--- config.mk ---
export PLATFORM = sky130hd
export DESIGN_NAME = sequence_generator
export DESIGN_NICKNAME = d
export VERILOG_FILES = /design/src/rtl/seq_gen_pkg.sv /design/src/rtl/sequence_generator.sv
export SDC_FILE = /design/constraint.sdc
export NUM_CORES = 1
export LEC_CHECK = 0
export ABC_AREA = 0
export BUFFER_PORTS_ARGS = -buffer_cell sky130_fd_sc_hd__buf_2
export CORE_ASPECT_RATIO = 1.4
export CORE_UTILIZATION = 53
export CTS_CLUSTER_DIAMETER = 120
export DETAILED_ROUTE_END_ITERATION = 6
export GPL_TIMING_DRIVEN = 1
export PLACE_DENSITY = 0.83
export SETUP_SLACK_MARGIN = 0.3
export SLEW_MARGIN = 20
export SYNTH_ARGS = -nofsm -noshare
export SYNTH_HDL_FRONTEND = slang
export SYNTH_SLANG_ARGS = --single-unit
--- constraint.sdc ---
create_clock -name clk -period 2 [get_ports clk]
set_clock_uncertainty 0.15 [all_clocks]
set_input_delay 0.1 -clock clk [delete_from_list [all_inputs] [get_ports clk]]
set_output_delay 0.1 -clock clk [all_outputs]
set_load 0.01 [all_outputs]
--- src/rtl/seq_gen_pkg.sv ---
// Shared definitions for the framed serial transmitter (sequence_generator).
// Frame: PREAMBLE_PAT (sent MSB-first), payload MSB-first, then optional even parity.
package seq_gen_pkg;

    typedef enum logic [1:0] {
        IDLE     = 2'd0,
        PREAMBLE = 2'd1,
        DATA     = 2'd2,
        PARITY   = 2'd3
    } state_t;

    localparam int          PREAMBLE_W   = 4;
    localparam logic [3:0]  PREAMBLE_PAT = 4'b1010;

endpackage

--- src/rtl/sequence_generator.sv ---
// Framed serial transmitter. It emits one bit per clock and feeds the 1010 detector.
// A payload is accepted over a load/ready handshake. The block then sends
// 1010, the payload MSB-first, and an optional even-parity bit.
//
// Ports:
//   clk        - clock, rising edge
//   reset      - asynchronous active-low reset
//   data_in    - payload word, sampled only when load && ready
//   load       - payload valid
//   ready      - registered; high in IDLE and during the last bit of a frame
//   out        - registered serial bit (0 when idle)
//   out_valid  - registered; out carries a frame bit
//   frame_done - registered; high during the last bit of each frame
module sequence_generator
    import seq_gen_pkg::*;
#(
    parameter int DATA_W    = 8,
    parameter bit PARITY_EN = 1'b1
) (
    input  logic              clk,
    input  logic              reset,
    input  logic [DATA_W-1:0] data_in,
    input  logic              load,
    output logic              ready,
    output logic              out,
    output logic              out_valid,
    output logic              frame_done
);

    localparam int CW = $clog2((DATA_W > PREAMBLE_W) ? DATA_W : PREAMBLE_W);
    localparam logic [CW-1:0] CNT_ONE  = CW'(1);
    localparam logic [CW-1:0] CNT_PRE  = CW'(PREAMBLE_W - 1);
    localparam logic [CW-1:0] CNT_DATA = CW'(DATA_W - 1);

    state_t                  state;
    logic [CW-1:0]           cnt;     // bits left in the current state after the one on out
    logic [DATA_W-1:0]       shreg;
    logic [PREAMBLE_W-1:0]   pre_sh;
    logic                    par;

    wire accept = load && ready;

    always_ff @(posedge clk or negedge reset) begin
        if (!reset) begin
            state      <= IDLE;
            cnt        <= '0;
            shreg      <= '0;
            pre_sh     <= '0;
            par        <= 1'b0;
            out        <= 1'b0;
            out_valid  <= 1'b0;
            frame_done <= 1'b0;
            ready      <= 1'b0;
        end else begin
            frame_done <= 1'b0;
            ready      <= 1'b0;
            if (accept) begin
                // Accept is possible only in IDLE or on the last bit, so this
                // also covers the gapless back-to-back case.
                state     <= PREAMBLE;
                cnt       <= CNT_PRE;
                shreg     <= data_in;
                par       <= ^data_in;
                out       <= PREAMBLE_PAT[PREAMBLE_W-1];
                pre_sh    <= PREAMBLE_PAT << 1;
                out_valid <= 1'b1;
            end else begin
                case (state)
                    PREAMBLE: begin
                        if (cnt != '0) begin
                            cnt    <= cnt - CNT_ONE;
                            out    <= pre_sh[PREAMBLE_W-1];
                            pre_sh <= pre_sh << 1;
                        end else begin
                            state <= DATA;
                            cnt   <= CNT_DATA;
                            out   <= shreg[DATA_W-1];
                            shreg <= shreg << 1;
                            // A one-bit payload without parity makes the first
                            // data bit the last bit of the frame.
                            if (DATA_W == 1 && !PARITY_EN) begin
                                ready      <= 1'b1;
                                frame_done <= 1'b1;
                            end
                        end
                    end
                    DATA: begin
                        if (cnt != '0) begin
                            cnt   <= cnt - CNT_ONE;
                            out   <= shreg[DATA_W-1];
                            shreg <= shreg << 1;
                            if (cnt == CNT_ONE && !PARITY_EN) begin
                                ready      <= 1'b1;
                                frame_done <= 1'b1;
                            end
                        end else if (PARITY_EN) begin
                            state      <= PARITY;
                            out        <= par;
                            ready      <= 1'b1;
                            frame_done <= 1'b1;
                        end else begin
                            state     <= IDLE;
                            out       <= 1'b0;
                            out_valid <= 1'b0;
                            ready     <= 1'b1;
                        end
                    end
                    default: begin  // IDLE, or PARITY finishing without a new load
                        state     <= IDLE;
                        cnt       <= '0;
                        out       <= 1'b0;
                        out_valid <= 1'b0;
                        ready     <= 1'b1;
                    end
                endcase
            end
        end
    end

endmodule
---- Word-level counts from Yosys, hierarchy flattened ----
Index checks and enable logic that the tools add are counted.
storage, ports and cells
  word-level logic and storage cells ...... 52
  register bits ........................... 22
operators by class
  mux-type cells .......................... 26
  equality and inequality tests ........... 6
  reduce and logical (&&, ||, !) cells .... 10
  $add $sub $neg .......................... 1
operators by type and width
  cell                   count
  $mux W8                3
  $pmux W8 S2            1
  $mux W4                3
  $mux W1                9
  $mux W3                3
  $ne A3 B3 Y1 const B   3
  $reduce_xor A8 Y1      1
  $mux W2                3
  $pmux W3 S2            1
  $reduce_bool A3 Y1     2
  $pmux W1 S2            2
  $pmux W2 S2            1
  $reduce_and A2 Y1      2
  $reduce_bool A2 Y1     2
  $reduce_and A3 Y1      1
  $sub A3 B1 Y3 const B  1
  $eq A2 B1 Y1 const B   1
  $eq A2 B2 Y1 const B   1
  $ne A2 B1 Y1 const B   1
  $reduce_or A2 Y1       1
  $logic_and A1 B1 Y1    1

---- Longest topological paths before layout ----
  depth in word-level cells ............... 4
  gate-level depth with buffers ........... 8
  gate-level depth less buffers ........... 6

---- Worst setup path before layout ----
No wires, ideal clock.
  path kind ............................... reg-to-reg
  from .................................... reg cnt[0]
  to ...................................... reg out
  required time ........................... 1.716 ns
  setup slack ............................. 0.183 ns
  cell stages (with the launch flop) ...... 8
  period minus slack after synthesis ...... 1.817 ns
  library setup time ...................... 0.134 ns
  arrival time ............................ 1.533 ns
  cell sequence ........................... dfrtp_1 -> inv_1 -> ha_1 -> nor2b_1 -> buf_2 -> mux2_4 -> a22oi_1 -> o21ai_1
between the ends
  cells in the longest elaborated chain, start to end .. 4
  elaborated cells between the ends (all ways) .. 5
  classes of those cells .................. 4 x mux; 1 x reduce/logical
RTL lines
  element                     RTL line                                            source
  start: declaration          sequence_generator.sv:36                            logic [CW-1:0] cnt;
  start signal: assignment    sequence_generator.sv:71                            cnt <= cnt - CNT_ONE;
  start signal: assignment    sequence_generator.sv:89                            cnt <= cnt - CNT_ONE;
  $reduce_bool A3 Y1 *        sequence_generator.sv:70, sequence_generator.sv:88
  $mux W1 (on tied branches)  sequence_generator.sv:88, sequence_generator.sv:70
  $pmux W1 S2 *               sequence_generator.sv:68                            case (state)
  $mux W1 *                   sequence_generator.sv:57                            if (accept) begin
  end signal: assignment      sequence_generator.sv:64                            out <= PREAMBLE_PAT[PREAMBLE_W-1];
  end signal: assignment      sequence_generator.sv:72                            out <= pre_sh[PREAMBLE_W-1];
  end signal: assignment      sequence_generator.sv:90                            out <= shreg[DATA_W-1];
  end: declaration            sequence_generator.sv:25                            output logic out,
Mark *: on every way between the ends. The rest lies on a longest branch, timed or not.
A chain may end at the register's enable or synchronous reset.

---- Worst setup path in the final report ----
  from .................................... reg state[0]
  to ...................................... reg shreg[0]
between the ends
  cells in the longest elaborated chain, start to end .. 3
  elaborated cells between the ends (all ways) .. 8
  classes of those cells .................. 4 x eq/ne; 2 x mux; 2 x reduce/logical
RTL lines
  element                                                        RTL line                  source
  start: declaration                                             sequence_generator.sv:35  state_t state;
  start signal: assignment                                       sequence_generator.sv:45  state <= IDLE;
  start signal: assignment                                       sequence_generator.sv:60  state <= PREAMBLE;
  start signal: assignment                                       sequence_generator.sv:75  state <= DATA;
  $eq A2 B2 Y1 / $eq A2 B1 Y1 (equally long branches)            sequence_generator.sv:68
  $ne A3 B3 Y1 (no line) (tied with other cells)                 -
  $reduce_and A3 Y1 (no line) / $mux W8 (equally long branches)  -
  end signal: assignment                                         sequence_generator.sv:62  shreg <= data_in;
  end signal: assignment                                         sequence_generator.sv:78  shreg <= shreg << 1;
  end signal: assignment                                         sequence_generator.sv:91  shreg <= shreg << 1;
  end: declaration                                               sequence_generator.sv:37  logic [DATA_W-1:0] shreg;
Parallel ways exist; a longest one is shown, timed or not.

==> run metrics <==
status complete, no violations; Skew-Pair Late Insertion Delay 0.31 ns; Synth Warn # 0; Worst Path Max Fanout 7; Final min period 1.726 ns; Slew HR 71.00%; final count of hold timing violations 0; drt drc 0; largest cells by area after synthesis dfrtp_1 (46%), mux2i_1 (7.3%), xnor2_1 (5.6%); peak supply drop 0.9278 mV; fraction of registers with async set/reset 100.0%; Max-Cap Viols 0; Die ar. 0.002261 mm²; top-level I/O count 15; initial core utilization 56.35%; Worst Setup End Kind flop; Buffers on Ports 14; CTS buffer count 3; Crit Path Category reg2reg; Power, Total 2393 µW; TritonCTS clock tree done; initial DRC count 13; initial antenna violation count 0; ys flop type dfrtp_1; die height 55.87 µm; Setup violations, final 0; crit path capture shreg[0]; remaining antenna violation count 0; grt ovf 0; WL met1 891 µm; Rows 19; routed wire length 2.353 mm; Die W 40.48 µm; reg2reg setup slack 0.27 ns; Sink Count 20; Startpoint Class flop; R2R depth 7; RSZ-0062 raised after global routing yes; top sig layer met4; share of cells above drive strength 1 30.15%; static leakage power 0.0006561 µW; Detailed Place HPWL 1.445 mm; simple-gate area share of the yosys netlist 14.46%; Nets 152; crit share post-route 86.32%; Power Density 1702 mW/mm²; final RePlAce weighted congestion 0.7637; CTS clock-pin slew for the worst setup and hold paths 0.12 ns; adder-cell share of the synthesized area 4.556%; post-synthesis xor/xnor area fraction 5.581%; met3 wire len 52 µm; Critical Path AT 1.80 ns; post-synthesis cell type count 28; Post-synth EDFFs 0; drt pass-1 iters 4; Syn Area/Cell 10.46 µm²; vias per cell 5.490; setup TNS 0 ns; dpl cell area 0.001205 mm²; Synth Register Bits 20; vias in the first global route 909; Compound-Gate Fraction of Synth Area 15.15%; RR Startpoint state[0]; global-route wire length before repair 3.850 mm; Syn Std Cell Area 0.001099 mm²; final instance area 0.001406 mm²; post-synthesis mux area share 9.681%; core area 0.001949 mm²; ant diodes 0; Crit path required time 2.07 ns; Max Slew Vio Count 0; root buf cell clkbuf_4; maximum buffer depth of the clock tree 2; Synth-to-Final Area Change 28.02%; largest family of logic cells by synthesized area compound AO/OA/AOI/OAI gates; dominant cell type by area after synthesis dfrtp_1; crit path from state[0]; vias 862; largest net degree at the start of global routing 21; worst hold slack 0.09590 ns; worst r2r dst shreg[0]; leading cell type in the layout, fill and taps excluded dfrtp_1; Worst Hold Class in2async; routed length per instance 14.99 µm; Fmax achieved 579.2 MHz; commonest non-fill, non-tap cells in the layout dfrtp_1 (20), nand2_1 (14), buf_2 (14); measured slew at the worst slew-check pin 0.4350 ns; H-tree Lvls 1; GRT Overall Usage 24.98%; Yosys top cell area share 45.56%; post-synthesis cell count 105; sequential-to-total area share from yosys stat 45.56%; metal2 WL 1.346 mm; Mapped Nets 120
==> registers in the layout, summed over array words and instances, names as in the netlist <==
signal and flops:
pre_sh 2, state 2, out_valid 1, cnt 3, frame_done 1, out 1
shreg 8, par 1, ready 1
==> timing repair <==
| item | in CTS | in global routing |
|---|---|---|
| pin swaps | 2 | 3 |
| setup buffers | 4 | 0 |
| hold buffers | 9 | 0 |
| endpoints found under the hold margin | 28 | 0 |
| endpoints found under the setup margin | 9 | 9 |
| gates resized for setup | 7 | 3 |
==> worst max-delay path: stages (launching register included) <==
cell and delay (ns):
dfrtp_1 0.39, inv_1 0.06, ha_2 0.21, buf_6 0.12
nor4bb_4 0.30, a211oi_4 0.07, buf_6 0.16, a22o_1 0.17
==> Yosys cell counts, types with 2 or more instances <==
| master | number |
|---|---|
| ha_1 | 4 |
| nand2_1 | 16 |
| mux2i_1 | 8 |
| nand3_1 | 2 |
| inv_1 | 6 |
| nor2b_1 | 3 |
| a21oi_1 | 3 |
| o21ai_1 | 9 |
| dfrtp_1 | 20 |
| o21ai_0 | 2 |
| nor2_1 | 5 |
| o21ai_2 | 3 |
| buf_2 | 2 |
| xnor2_1 | 7 |
| buf_6 | 2 |
==> layer usage <==
layer  vias to the layer above  global-route usage [%]
li1                        422                       -
met1                       414                   26.88
met2                        19                   43.31
met3                         7                   4.400
met4                         0                   11.43
met5                         -                       0
==> area by class of cell <==
cell class | instances | area [µm²]
Multi-Input combinational cell | 75 | 573.1
Fill cell | 136 | 543.0
Sequential cell | 20 | 500.5
Timing Repair Buffer | 31 | 231.5
Clock inverter | 1 | 30.03
Tap cell | 21 | 26.28
Clock buffer | 3 | 22.52
Inverter | 6 | 22.52
==> how the worst min path moves through the flow <==
stage | startpoint | endpoint | slack [ns]
3_5_place_dp | reset | out_valid | -0.08
3_3_place_gp | reset | out_valid | -0.08
6_report | reset | cnt[2] | 0.1
2_1_floorplan | reset | cnt[0] | -0.35
5_1_grt | reset | cnt[2] | 0.15
4_1_cts | reset | cnt[2] | 0.11
==> metrics by stage <==
step	util, %	std cells	setup WS, ns
finish	72.14	157	0.2735
floorplan	-	105	0.3042
CTS	71.69	157	0.2983
detailed placement	61.81	140	0.06373
global placement	61.81	140	0.1265
global route	72.14	157	0.2106
==> cell families (layout without fill, tap and decap cells) <==
| kind of cell | count (synthesis) | after routing |
|---|---|---|
| compound gates | 24 | 24 |
| xor+xnor | 7 | 7 |
| fa+ha+maj | 4 | 4 |
| buf+inv | 10 | 41 |
| simple gates | 30 | 30 |
| flops | 20 | 20 |
| mux | 10 | 10 |
==> where the power goes <==
group          leakage, µW  internal (µW)  switching [µW]
combinational     0.000376            653             700
sequential        0.000252            587             118
clock            0.0000279            203             132
Note: power is estimated with default switching activity, not from simulation.
